[src/rtl/rc4_pkg.sv]
// Shared types and constants for the RC4 init, KSA and PRGA stages.
package rc4_pkg;

    localparam int S_SIZE   = 256;
    localparam int S_ADDR_W = 8;

    typedef logic [7:0] byte_t;

    // Every S access is split into drive-address / wait / capture states
    // because the single-port S memory returns q one clock after the address.
    typedef enum logic [3:0] {
        IDLE,
        INC_I,
        WAIT_SI,
        LATCH_SI,
        WAIT_SJ,
        LATCH_SJ,
        WR_I,
        WR_J,
        RD_F,
        WAIT_F,
        LATCH_F,
        OUTPUT,
        FINISH
    } prga_state_t;

endpackage

[src/rtl/rc4_prga_reader.sv]
// RC4 keystream generator (PRGA) driving the shared single-port S memory.
// Define RC4_CT_XOR_EN to emit plaintext (keystream XOR ct_in) instead of raw keystream.
module rc4_prga_reader
    import rc4_pkg::*;
#(
    parameter int MSG_LEN_W = 8
) (
    input  logic                  clk,
    input  logic                  reset_n,
    input  logic                  start,
    input  logic [MSG_LEN_W-1:0]  msg_len,
    output logic [S_ADDR_W-1:0]   address,
    output byte_t                 data,
    output logic                  write_enable,
    input  byte_t                 q,
    input  byte_t                 ct_in,
    output byte_t                 ks_byte,
    output logic                  ks_valid,
    input  logic                  ks_ready,
    output logic                  busy,
    output logic                  done
);

    prga_state_t state;
    prga_state_t next_state;

    byte_t                i;
    byte_t                j;
    byte_t                si;
    byte_t                sj;
    logic [MSG_LEN_W-1:0] k;
    logic [MSG_LEN_W-1:0] msg_len_q;
    logic [MSG_LEN_W-1:0] k_inc;

    assign k_inc = k + MSG_LEN_W'(1);

    always_ff @(posedge clk or negedge reset_n) begin
        if (!reset_n) begin
            state <= IDLE;
        end else begin
            state <= next_state;
        end
    end

    always_comb begin
        next_state = state;
        case (state)
            IDLE:     if (start && (msg_len != '0)) next_state = INC_I;
            INC_I:    next_state = WAIT_SI;
            WAIT_SI:  next_state = LATCH_SI;
            LATCH_SI: next_state = WAIT_SJ;
            WAIT_SJ:  next_state = LATCH_SJ;
            LATCH_SJ: next_state = WR_I;
            WR_I:     next_state = WR_J;
            WR_J:     next_state = RD_F;
            RD_F:     next_state = WAIT_F;
            WAIT_F:   next_state = LATCH_F;
            LATCH_F:  next_state = OUTPUT;
            OUTPUT: begin
                if (ks_valid && ks_ready) begin
                    next_state = (k_inc == msg_len_q) ? FINISH : INC_I;
                end
            end
            FINISH:   next_state = IDLE;
            default:  next_state = IDLE;
        endcase
    end

    // Memory port and datapath registers; WR_I then WR_J performs the swap, so
    // when i==j the later write of si leaves S unchanged.
    always_ff @(posedge clk or negedge reset_n) begin
        if (!reset_n) begin
            i            <= '0;
            j            <= '0;
            si           <= '0;
            sj           <= '0;
            k            <= '0;
            msg_len_q    <= '0;
            address      <= '0;
            data         <= '0;
            write_enable <= 1'b0;
            ks_byte      <= '0;
            ks_valid     <= 1'b0;
            busy         <= 1'b0;
            done         <= 1'b0;
        end else begin
            done <= 1'b0;
            case (state)
                IDLE: begin
                    if (start) begin
                        if (msg_len != '0) begin
                            i         <= '0;
                            j         <= '0;
                            k         <= '0;
                            msg_len_q <= msg_len;
                            busy      <= 1'b1;
                        end else begin
                            done <= 1'b1;
                        end
                    end
                end
                INC_I: begin
                    i       <= i + 8'd1;
                    address <= i + 8'd1;
                end
                LATCH_SI: begin
                    si      <= q;
                    j       <= j + q;
                    address <= j + q;
                end
                LATCH_SJ: begin
                    sj <= q;
                end
                WR_I: begin
                    address      <= i;
                    data         <= sj;
                    write_enable <= 1'b1;
                end
                WR_J: begin
                    address      <= j;
                    data         <= si;
                    write_enable <= 1'b1;
                end
                RD_F: begin
                    write_enable <= 1'b0;
                    address      <= si + sj;
                end
                LATCH_F: begin
`ifdef RC4_CT_XOR_EN
                    ks_byte <= q ^ ct_in;
`else
                    ks_byte <= q;
`endif
                    ks_valid <= 1'b1;
                end
                OUTPUT: begin
                    if (ks_valid && ks_ready) begin
                        k        <= k_inc;
                        ks_valid <= 1'b0;
                        if (k_inc == msg_len_q) begin
                            done <= 1'b1;
                            busy <= 1'b0;
                        end
                    end
                end
                default: begin
                end
            endcase
        end
    end

`ifndef RC4_CT_XOR_EN
    logic unused_ct;
    assign unused_ct = ^ct_in;
`endif

endmodule

[config.mk]
export PLATFORM = sky130hd
export DESIGN_NAME = rc4_prga_reader
export DESIGN_NICKNAME = d
export VERILOG_FILES = /design/src/rtl/rc4_pkg.sv /design/src/rtl/rc4_prga_reader.sv
export SDC_FILE = /design/constraint.sdc
export NUM_CORES = 1
export LEC_CHECK = 0
export CAP_MARGIN = 10
export CORE_UTILIZATION = 60
export CTS_CLUSTER_SIZE = 14
export DETAILED_ROUTE_END_ITERATION = 8
export HOLD_SLACK_MARGIN = 0.05
export PLACE_DENSITY = 0.85
export SLEW_MARGIN = 20
export SYNTH_ARGS = -nofsm -noshare
export SYNTH_HDL_FRONTEND = slang
export SYNTH_SLANG_ARGS = --single-unit
[constraint.sdc]
create_clock -name clk -period 3.8 [get_ports clk]
set_clock_uncertainty 0.2 [all_clocks]
set_input_delay 0.76 -clock clk [delete_from_list [all_inputs] [get_ports clk]]
set_output_delay 0.76 -clock clk [all_outputs]
set_load 0.01 [all_outputs]
# Word level (Yosys, flattened, before mapping)
# Index checks and enable logic that the tools add are counted.
op_classes:
  reduce_logical: 19
  n_addsub: 4
  n_eq_ne: 17
  mux: 25
ops:
  columns: ["op", "n"]
  rows:
  - ["$pmux 8 s2", 4]
  - ["$pmux 4 s12", 1]
  - ["$pmux 8 s5", 1]
  - ["$mux 8", 3]
  - ["$add 8x1->8 const B", 2]
  - ["$add 8x8->8", 2]
  - ["$eq 4x3->1 const B", 4]
  - ["$eq 4x4->1 const B", 4]
  - ["$mux 4", 3]
  - ["$reduce_bool 2->1", 6]
  - ["$ne 2x2->1 const B", 5]
  - ["$mux 1", 9]
  - ["$reduce_and 3->1", 3]
  - ["$eq 4x2->1 const B", 2]
  - ["$eq 8x8->1", 1]
  - ["$pmux 1 s2", 4]
  - ["$reduce_bool 8->1", 1]
  - ["$reduce_and 5->1", 1]
  - ["$reduce_bool 5->1", 1]
  - ["$eq 4x1->1 const B", 1]
  - ["$logic_not 4->1", 1]
  - ["$reduce_and 2->1", 2]
  - ["$reduce_and 4->1", 1]
  - ["$logic_and 1x1->1", 2]
  - ["$reduce_or 2->1", 1]
word_totals:
  input_bits: 28
  register_bits: 80
  elab_cells: 79

# Depth between registers and ports, before layout
# Gate-level depths: netlist of run 1.
logic_depth:
  depth_word: 5
  mapped_depth: 8

# Least setup slack after synthesis of run 1
# Ideal clock, no wire load.
synth_path:
  path_type: "input -> register"
  start: "input q[0]"
  end: "register address[6]"
  arrival_time_ns: 2.370
  stages: 8
  setup_slack_ns: 1.101
  path_cell_list: "ha_1 fa_1 a211oi_1 o21bai_1 a21oi_1 xnor2_1 a221oi_1 o21ai_1"
synth_between:
  elab_chain_cells: 2
synth_lines:
  columns: ["item", "line_no", "source"]
  rows:
  - ["start: declaration", "rc4_prga_reader.sv:15", "input byte_t q,"]
  - ["$add 8x8->8", "rc4_prga_reader.sv:109", "address <= j + q;"]
  - ["$pmux 8 s5", "rc4_prga_reader.sv:88", "case (state)"]
  - ["end signal: assignment", "rc4_prga_reader.sv:109", null]
  - ["end signal: assignment", "rc4_prga_reader.sv:115", "address <= i;"]
  - ["end signal: assignment", "rc4_prga_reader.sv:120", "address <= j;"]
  - ["end: declaration", "rc4_prga_reader.sv:12", "output logic [S_ADDR_W-1:0] address,"]
# No other way between the ends.
# A chain may end at the register's enable or synchronous reset.

# Worst setup path in the final report of run 1
# Ends and elaborated chain as after synthesis.

==> results.toml, run 1 <==
[finish]
nets = 530
mostFrequentLayoutCells = "dfrtp_1, nand2_1, clkdlybuf4s50_1, nor2_1, o21ai_1"
n_antenna_cell = 0
seqCellArea_um2 = 2000
num-fill-cells = 504
area_growth_pct = 16.7
mostFrequentLayoutCell = "dfrtp_1"
drive_above_1_share = 0.0736
multiInputGateArea_um2 = 2300

[critical_path]
cp-start-kind = "input port"
crit_type = "input port to register"
critPathMaxStageDelay_ns = 0.51
required_ns = 3.84
path_max_fanout = 4
r2r_setup_slack_ns = 1.13
crit_start = "q[0]"
cp_slowest_cell = "clkdlybuf4s50_1"
cp.arrival_ns = 3.27
cp-end-kind = "register"
path_cells = "clkdlybuf4s50_1, ha_1, fa_1, a211oi_1, o21bai_1, a21oi_1, xnor2_1, a221oi_1, o21ai_1"
r2r_start = "j[0]$_DFFE_PN0P_"

[clocking]
post_cts.repair.setup_buffers = 0
cts_hold_buf = 0
clock_latency_ns = 0.36
cts_resized = 0
cts_root_buffer = "clkbuf_8"
clk_pin_slew_ns = 0.08
htree_levels = 3
clockBufferDepth = 2
cts_tree = "built"
cts_made_buffers = 9
numClockSinks = 80

[power]
comb_power_share = 0.503
switching_power_w = 0.00177
leakage_nw = 2.24
pwr-share-clk = 0.141
seq_power_share = 0.357
p_int_w = 0.00252
p_per_area_nw_per_um2 = 841
vdd_ir_drop_max_v = 0.000465
netSwitchingFraction = 0.413

[place]
io_buffers = 47
gp_congestion = 0.914
hpwl_mm = 7.33
dpl_worst_slack_ns = 0.279

[yosys]
ys.flop_type = "dfrtp_1"
synth_warnings = 0
async_reset_ff_frac = 1.00
synth_seq_area_share = 0.457
synth-compound-area-share = 0.168
post_synth_num_cell_types = 50
synth_top_area_share = 0.457
synthAdderAreaFrac = 0.0549
synth_nets = 485
synth_cells = 439
synth-simple-area-share = 0.171
netlist_area_um2 = 4380
synth_top_family_by_area = "simple AND/OR/NAND/NOR gates"
synthMuxAreaShare = 0.0689
synth_xor_area_frac = 0.0620
synth_top_cell_by_area = "dfrtp_1"
synth-seq-cells = 80
synth_edf_count = 0
synthTopCellsByArea = "dfrtp_1, nand2_1, ha_1, mux2_1, xnor2_1"
syn_avg_cell_area_um2 = 9.97

[timing]
hold_viol_final = 0
worstMarginPinSlew_ns = 0.756
setup_ws_ns = 0.567
period_share = 0.851
relSlewSlack = 0.496
rsz0062_at_grt = "false"
setup_viol = 0
fin_tns_setup_ns = 0
fmax_ghz = 0.309
drv_slew = 0
period_needed_ns = 3.23

[run]
maxCapViolCount = 0

[routing]
routed_wl_mm = 10.7
dr_total_vias = 3683
via_per_inst = 6.30
post_drt_wl_per_cell_um = 18.2
post-route-drc-count = 0
detail-route-antenna-nets = 0
drtPass1Iterations = 5
drt_iter0_drc = 435

[grt]
grt_pass1_wl_mm = 17.4
grt_max_degree = 81
grt-ovfl-total = 0
grt_use_total = 0.305
grt_pass1_vias = 3599
antenna_found_initial = 0

[die]
initial_utilization = 0.634
dieArea_um2 = 7640
rows = 30
core_um2 = 6910
ios = 56
chipHeight_um = 87.4
die_w_um = 87.4

[outcome]
outcome = "finished clean"

[min_path]
hp-class = "input port to asynchronous set/reset pin"
[power groups by stage]
stage | clock network [W] | logic [W] | registers [W]
floorplan | 0 | 0.00146 | 0.00146
global placement | 0 | 0.00204 | 0.00151
detailed placement | 0 | 0.00211 | 0.00153
CTS | 0.000615 | 0.00214 | 0.00152
global route | 0.000649 | 0.00236 | 0.00157
finish | 0.000604 | 0.00216 | 0.00153
[cells by family (layout without fill, tap and decap cells)]
family                   after synthesis  after routing
AND/OR/NAND/NOR                      155            155
AO/OA/AOI/OAI                        109            109
flip-flops                            80             80
XOR/XNOR                              31             31
multiplexers                          27             27
buffers and inverters                 19             69
adder cells (fa/ha/maj)               18             18
[worst max-delay path: cells and delay by family]
family	cells	cell delay, ns
AOI/OAI and AO/OA	5	1.14
xor gates and xnor gates	1	0.13
buffers and inverters	1	0.51
adders and majority gates	2	0.72
[through the flow]
step / power, W / hold slack [ns] / utilization / area [µm²] / std cells
floorplan: 0.00292 / 0.264 / - / 4380 / 439
global placement: 0.00355 / 0.287 / 0.713 / 4920 / 569
detailed placement: 0.00364 / 0.295 / 0.713 / 4920 / 569
CTS: 0.00428 / 0.311 / 0.739 / 5100 / 585
global route: 0.00458 / 0.299 / 0.739 / 5110 / 585
finish: 0.00430 / 0.240 / 0.739 / 5110 / 585
[worst paths after layout]
kind                       cells after the start                        to
min                                            1          k[5]$_DFFE_PN0P_
min reg2reg                                    2  write_enable$_DFFE_PN0P_
max reg2reg                                    8    address[6]$_DFFE_PN0P_
max                                            9    address[6]$_DFFE_PN0P_
max in group asynchronous                      1       data[2]$_DFFE_PN0P_
min in group clk                               2  write_enable$_DFFE_PN0P_
[synth_stat cells (6+ instances only)]
master and count:
a211oi_1 8, a21o_1 9, a21oi_1 18, a221o_1 8, buf_2 6, clkbuf_1 11
dfrtp_1 80, ha_1 16, mux2_1 17, mux2_2 8, nand2_1 62, nand3_1 11
nor2_1 34, nor3_1 6, nor3b_1 10, o21ai_0 8, o21ai_1 22, o22ai_1 6
xnor2_1 19, xor2_1 12
[flip-flops by register name (all words and copies together) (netlist names)]
register,cells
data,8
msg_len_q,8
write_enable,1
j,8
busy,1
ks_byte,8
sj,8
state,4
k,8
address,8
ks_valid,1
i,8
done,1
si,8
[cell type report]
class / instances / area share
Tap cell: 96 / 0.0235
Sequential cell: 80 / 0.392
Clock buffer: 12 / 0.0265
Timing Repair Buffer: 51 / 0.0982
Multi-Input combinational cell: 340 / 0.450
Inverter: 2 / 0.00147
Clock inverter: 4 / 0.00882
[per-layer routing]
layer	GRT usage	vias to the layer above	share of wire
li1	-	1679	-
met3	0.0806	23	0.071
met5	0	-	0
met4	0.116	0	0.018
met1	0.402	1823	0.43
met2	0.482	158	0.48
Note: power is estimated with default switching activity, not from simulation.
==> inputs of run 2 (changes only) <==
--- a/config.mk
+++ b/config.mk
@@ -9,6 +9,7 @@
 export CORE_UTILIZATION = 60
 export CTS_CLUSTER_SIZE = 14
 export DETAILED_ROUTE_END_ITERATION = 8
+export GPL_TIMING_DRIVEN = 1
 export HOLD_SLACK_MARGIN = 0.05
 export PLACE_DENSITY = 0.85
 export SLEW_MARGIN = 20
==> results of run 2 <==
The final DEF is identical to that of run 1; final timing and power are the same.
==> inputs of run 3 (changes only) <==
--- a/config.mk
+++ b/config.mk
@@ -12,6 +12,7 @@
 export GPL_TIMING_DRIVEN = 1
 export HOLD_SLACK_MARGIN = 0.05
 export PLACE_DENSITY = 0.85
+export RECOVER_POWER = 25
 export SLEW_MARGIN = 20
 export SYNTH_ARGS = -nofsm -noshare
 export SYNTH_HDL_FRONTEND = slang
==> constraint.sdc (replaced) <==
create_clock -name clk -period 3.81 [get_ports clk]
set_clock_uncertainty 0.2 [all_clocks]
set_input_delay 0.762 -clock clk [delete_from_list [all_inputs] [get_ports clk]]
set_output_delay 0.762 -clock clk [all_outputs]
set_load 0.01 [all_outputs]
==> run 3 against run 2 <==
  * The flow now finishes with violations (max-capacitance violations, max-slew violations)
  * First-iteration DRC count fell by 7.8%
  * Die area stayed put
  * Sequential share of layout area shrank 0.077 points
  * Global-route usage decreased by 0.57 points
  * Via count about the same
  * Sequential power about the same
  * Critical path depth unchanged
  * Total power is essentially flat
  * Register-to-register slack better by 0.11 ns
  * Worst setup slack better by 0.11 ns
  * Worst hold slack improved by 0.063 ns
  * Cell count unchanged
  * Critical endpoint unchanged
==> results.toml, run 3 (synthesis results as in run 1) <==
[routing]
routed_wl_mm = 10.4
via_per_inst = 6.30
dr_total_vias = 3684
drt_iter0_drc = 401
post_drt_wl_per_cell_um = 17.8
drtPass1Iterations = 6
detail-route-antenna-nets = 0
post-route-drc-count = 0

[critical_path]
crit_type = "input port to register"
path_max_fanout = 4
critPathMaxStageDelay_ns = 0.50
crit_buf_inv = 1
path_delay_family = "compound AO/OA/AOI/OAI gates"
required_ns = 3.85
cp-start-kind = "input port"
cp_slowest_cell = "clkdlybuf4s50_1"
cp-end-kind = "register"
cp.arrival_ns = 3.17
path_cells = "clkdlybuf4s50_1, ha_1, fa_1, a211oi_1, o21bai_1, a21oi_1, xnor2_1, a221oi_1, o21ai_1"

[clocking]
post_cts.repair.setup_buffers = 0
cts_root_buffer = "clkbuf_8"
clk_pin_slew_ns = 0.08
clockBufferDepth = 2
cts_made_buffers = 9
cts_hold_buf = 0
clock_latency_ns = 0.36
htree_levels = 3
cts_resized = 0
cts_tree = "built"
numClockSinks = 80

[timing]
fmax_ghz = 0.320
period_needed_ns = 3.13
setup_viol = 0
rsz0062_at_grt = "false"
period_share = 0.821
hold_viol_final = 0
fin_tns_setup_ns = 0
worstMarginPinSlew_ns = 1.99
drv_slew = 81
relSlewSlack = -0.329

[run]
maxCapViolCount = 1

[finish]
area_growth_pct = 16.9
drive_above_1_share = 0.0798
mostFrequentLayoutCells = "dfrtp_1, nand2_1, clkdlybuf4s50_1, nor2_1, o21ai_1"
nets = 530
finalNonFillerCells = 585
mostFrequentLayoutCell = "dfrtp_1"
num-fill-cells = 495
n_antenna_cell = 0

[die]
rows = 30
core_um2 = 6910
die_w_um = 87.4
dieArea_um2 = 7640
chipHeight_um = 87.4
initial_utilization = 0.634
ios = 56

[power]
vdd_ir_drop_max_v = 0.000481
switching_power_w = 0.00178
p_int_w = 0.00252
pwr-share-clk = 0.147
netSwitchingFraction = 0.414
seq_power_share = 0.355
leakage_nw = 2.23
comb_power_share = 0.498
p_per_area_nw_per_um2 = 839

[grt]
grt_max_degree = 81
grt-ovfl-total = 0
grt_pass1_wl_mm = 17.2
grt_use_total = 0.299
grt_pass1_vias = 3590
antenna_found_initial = 0

[place]
gp_congestion = 0.914
placedCellCount = 569
hpwl_mm = 7.34
io_buffers = 47

[outcome]
outcome = "finished with violations"
failed_checks = "max-capacitance violations, max-slew violations"

[min_path]
hp-class = "register to register"
run 3: cell count changes in the layout (fill, tap and decap cells not counted), sizes merged:
cell	delta
clkbuf	-2
clkinvlp	+2
clkinv	+1
buf	-1
run 3: layer usage:
metal	vias to the layer above	routed length, µm	global-route usage	part of all wire
li1	1683	-	-	-
met1	1824	4550	0.409	0.44
met2	148	4950	0.465	0.48
met3	29	654	0.0569	0.063
met4	0	250	0.130	0.024
met5	-	0	0	0
run 3: stage by stage:
step	power, W	utilization	area (µm²)	hold WS [ns]	setup slack [ns]
floorplan	0.00292	-	4380	0.266	1.11
global placement	0.00355	0.713	4920	0.287	0.362
detailed placement	0.00363	0.713	4920	0.293	0.346
CTS	0.00428	0.741	5120	0.311	0.708
global route	0.00458	0.741	5120	0.336	0.591
finish	0.00429	0.741	5120	0.303	0.680
run 3: worst paths after layout:
kind                                                from                  endpoint  slack, ns  depth (start not counted)
worst max-delay path                                q[0]    address[6]$_DFFE_PN0P_       0.68                          9
worst min register to register  write_enable$_DFFE_PN0P_  write_enable$_DFFE_PN0P_       0.30                          2
worst min-delay path            write_enable$_DFFE_PN0P_  write_enable$_DFFE_PN0P_       0.30                          2
max in group asynchronous                        reset_n       data[2]$_DFFE_PN0P_       1.48                          1
worst max register to register          j[0]$_DFFE_PN0P_    address[6]$_DFFE_PN0P_       1.24                          8
min in group asynchronous                        reset_n  msg_len_q[5]$_DFFE_PN0P_       0.74                          1
run 3: area by class of cell:
cell class                 count  area, µm²  share of cell area
clock buffer                   9        124              0.0242
timing repair buffer          51        495              0.0968
inverter                       2       7.51             0.00147
clock inverter                 7       72.6              0.0142
multi-input combinational    340       2300               0.449
sequential                    80       2000               0.391
tap                           96        120              0.0235
run 3: worst min-delay path: stages (launching register included):
cell     delay [ns]
dfrtp_1        0.35
nor2_1         0.05
nor2_1         0.07
run 3: power by group through the flow:
stage          Clock (W)  Sequential (W)  Combinational, W
6_report        0.000629         0.00152           0.00214
2_1_floorplan          0         0.00146           0.00146
4_1_cts         0.000635         0.00152           0.00213
3_3_place_gp           0         0.00151           0.00204
3_5_place_dp           0         0.00153           0.00211
5_1_grt         0.000670         0.00157           0.00235
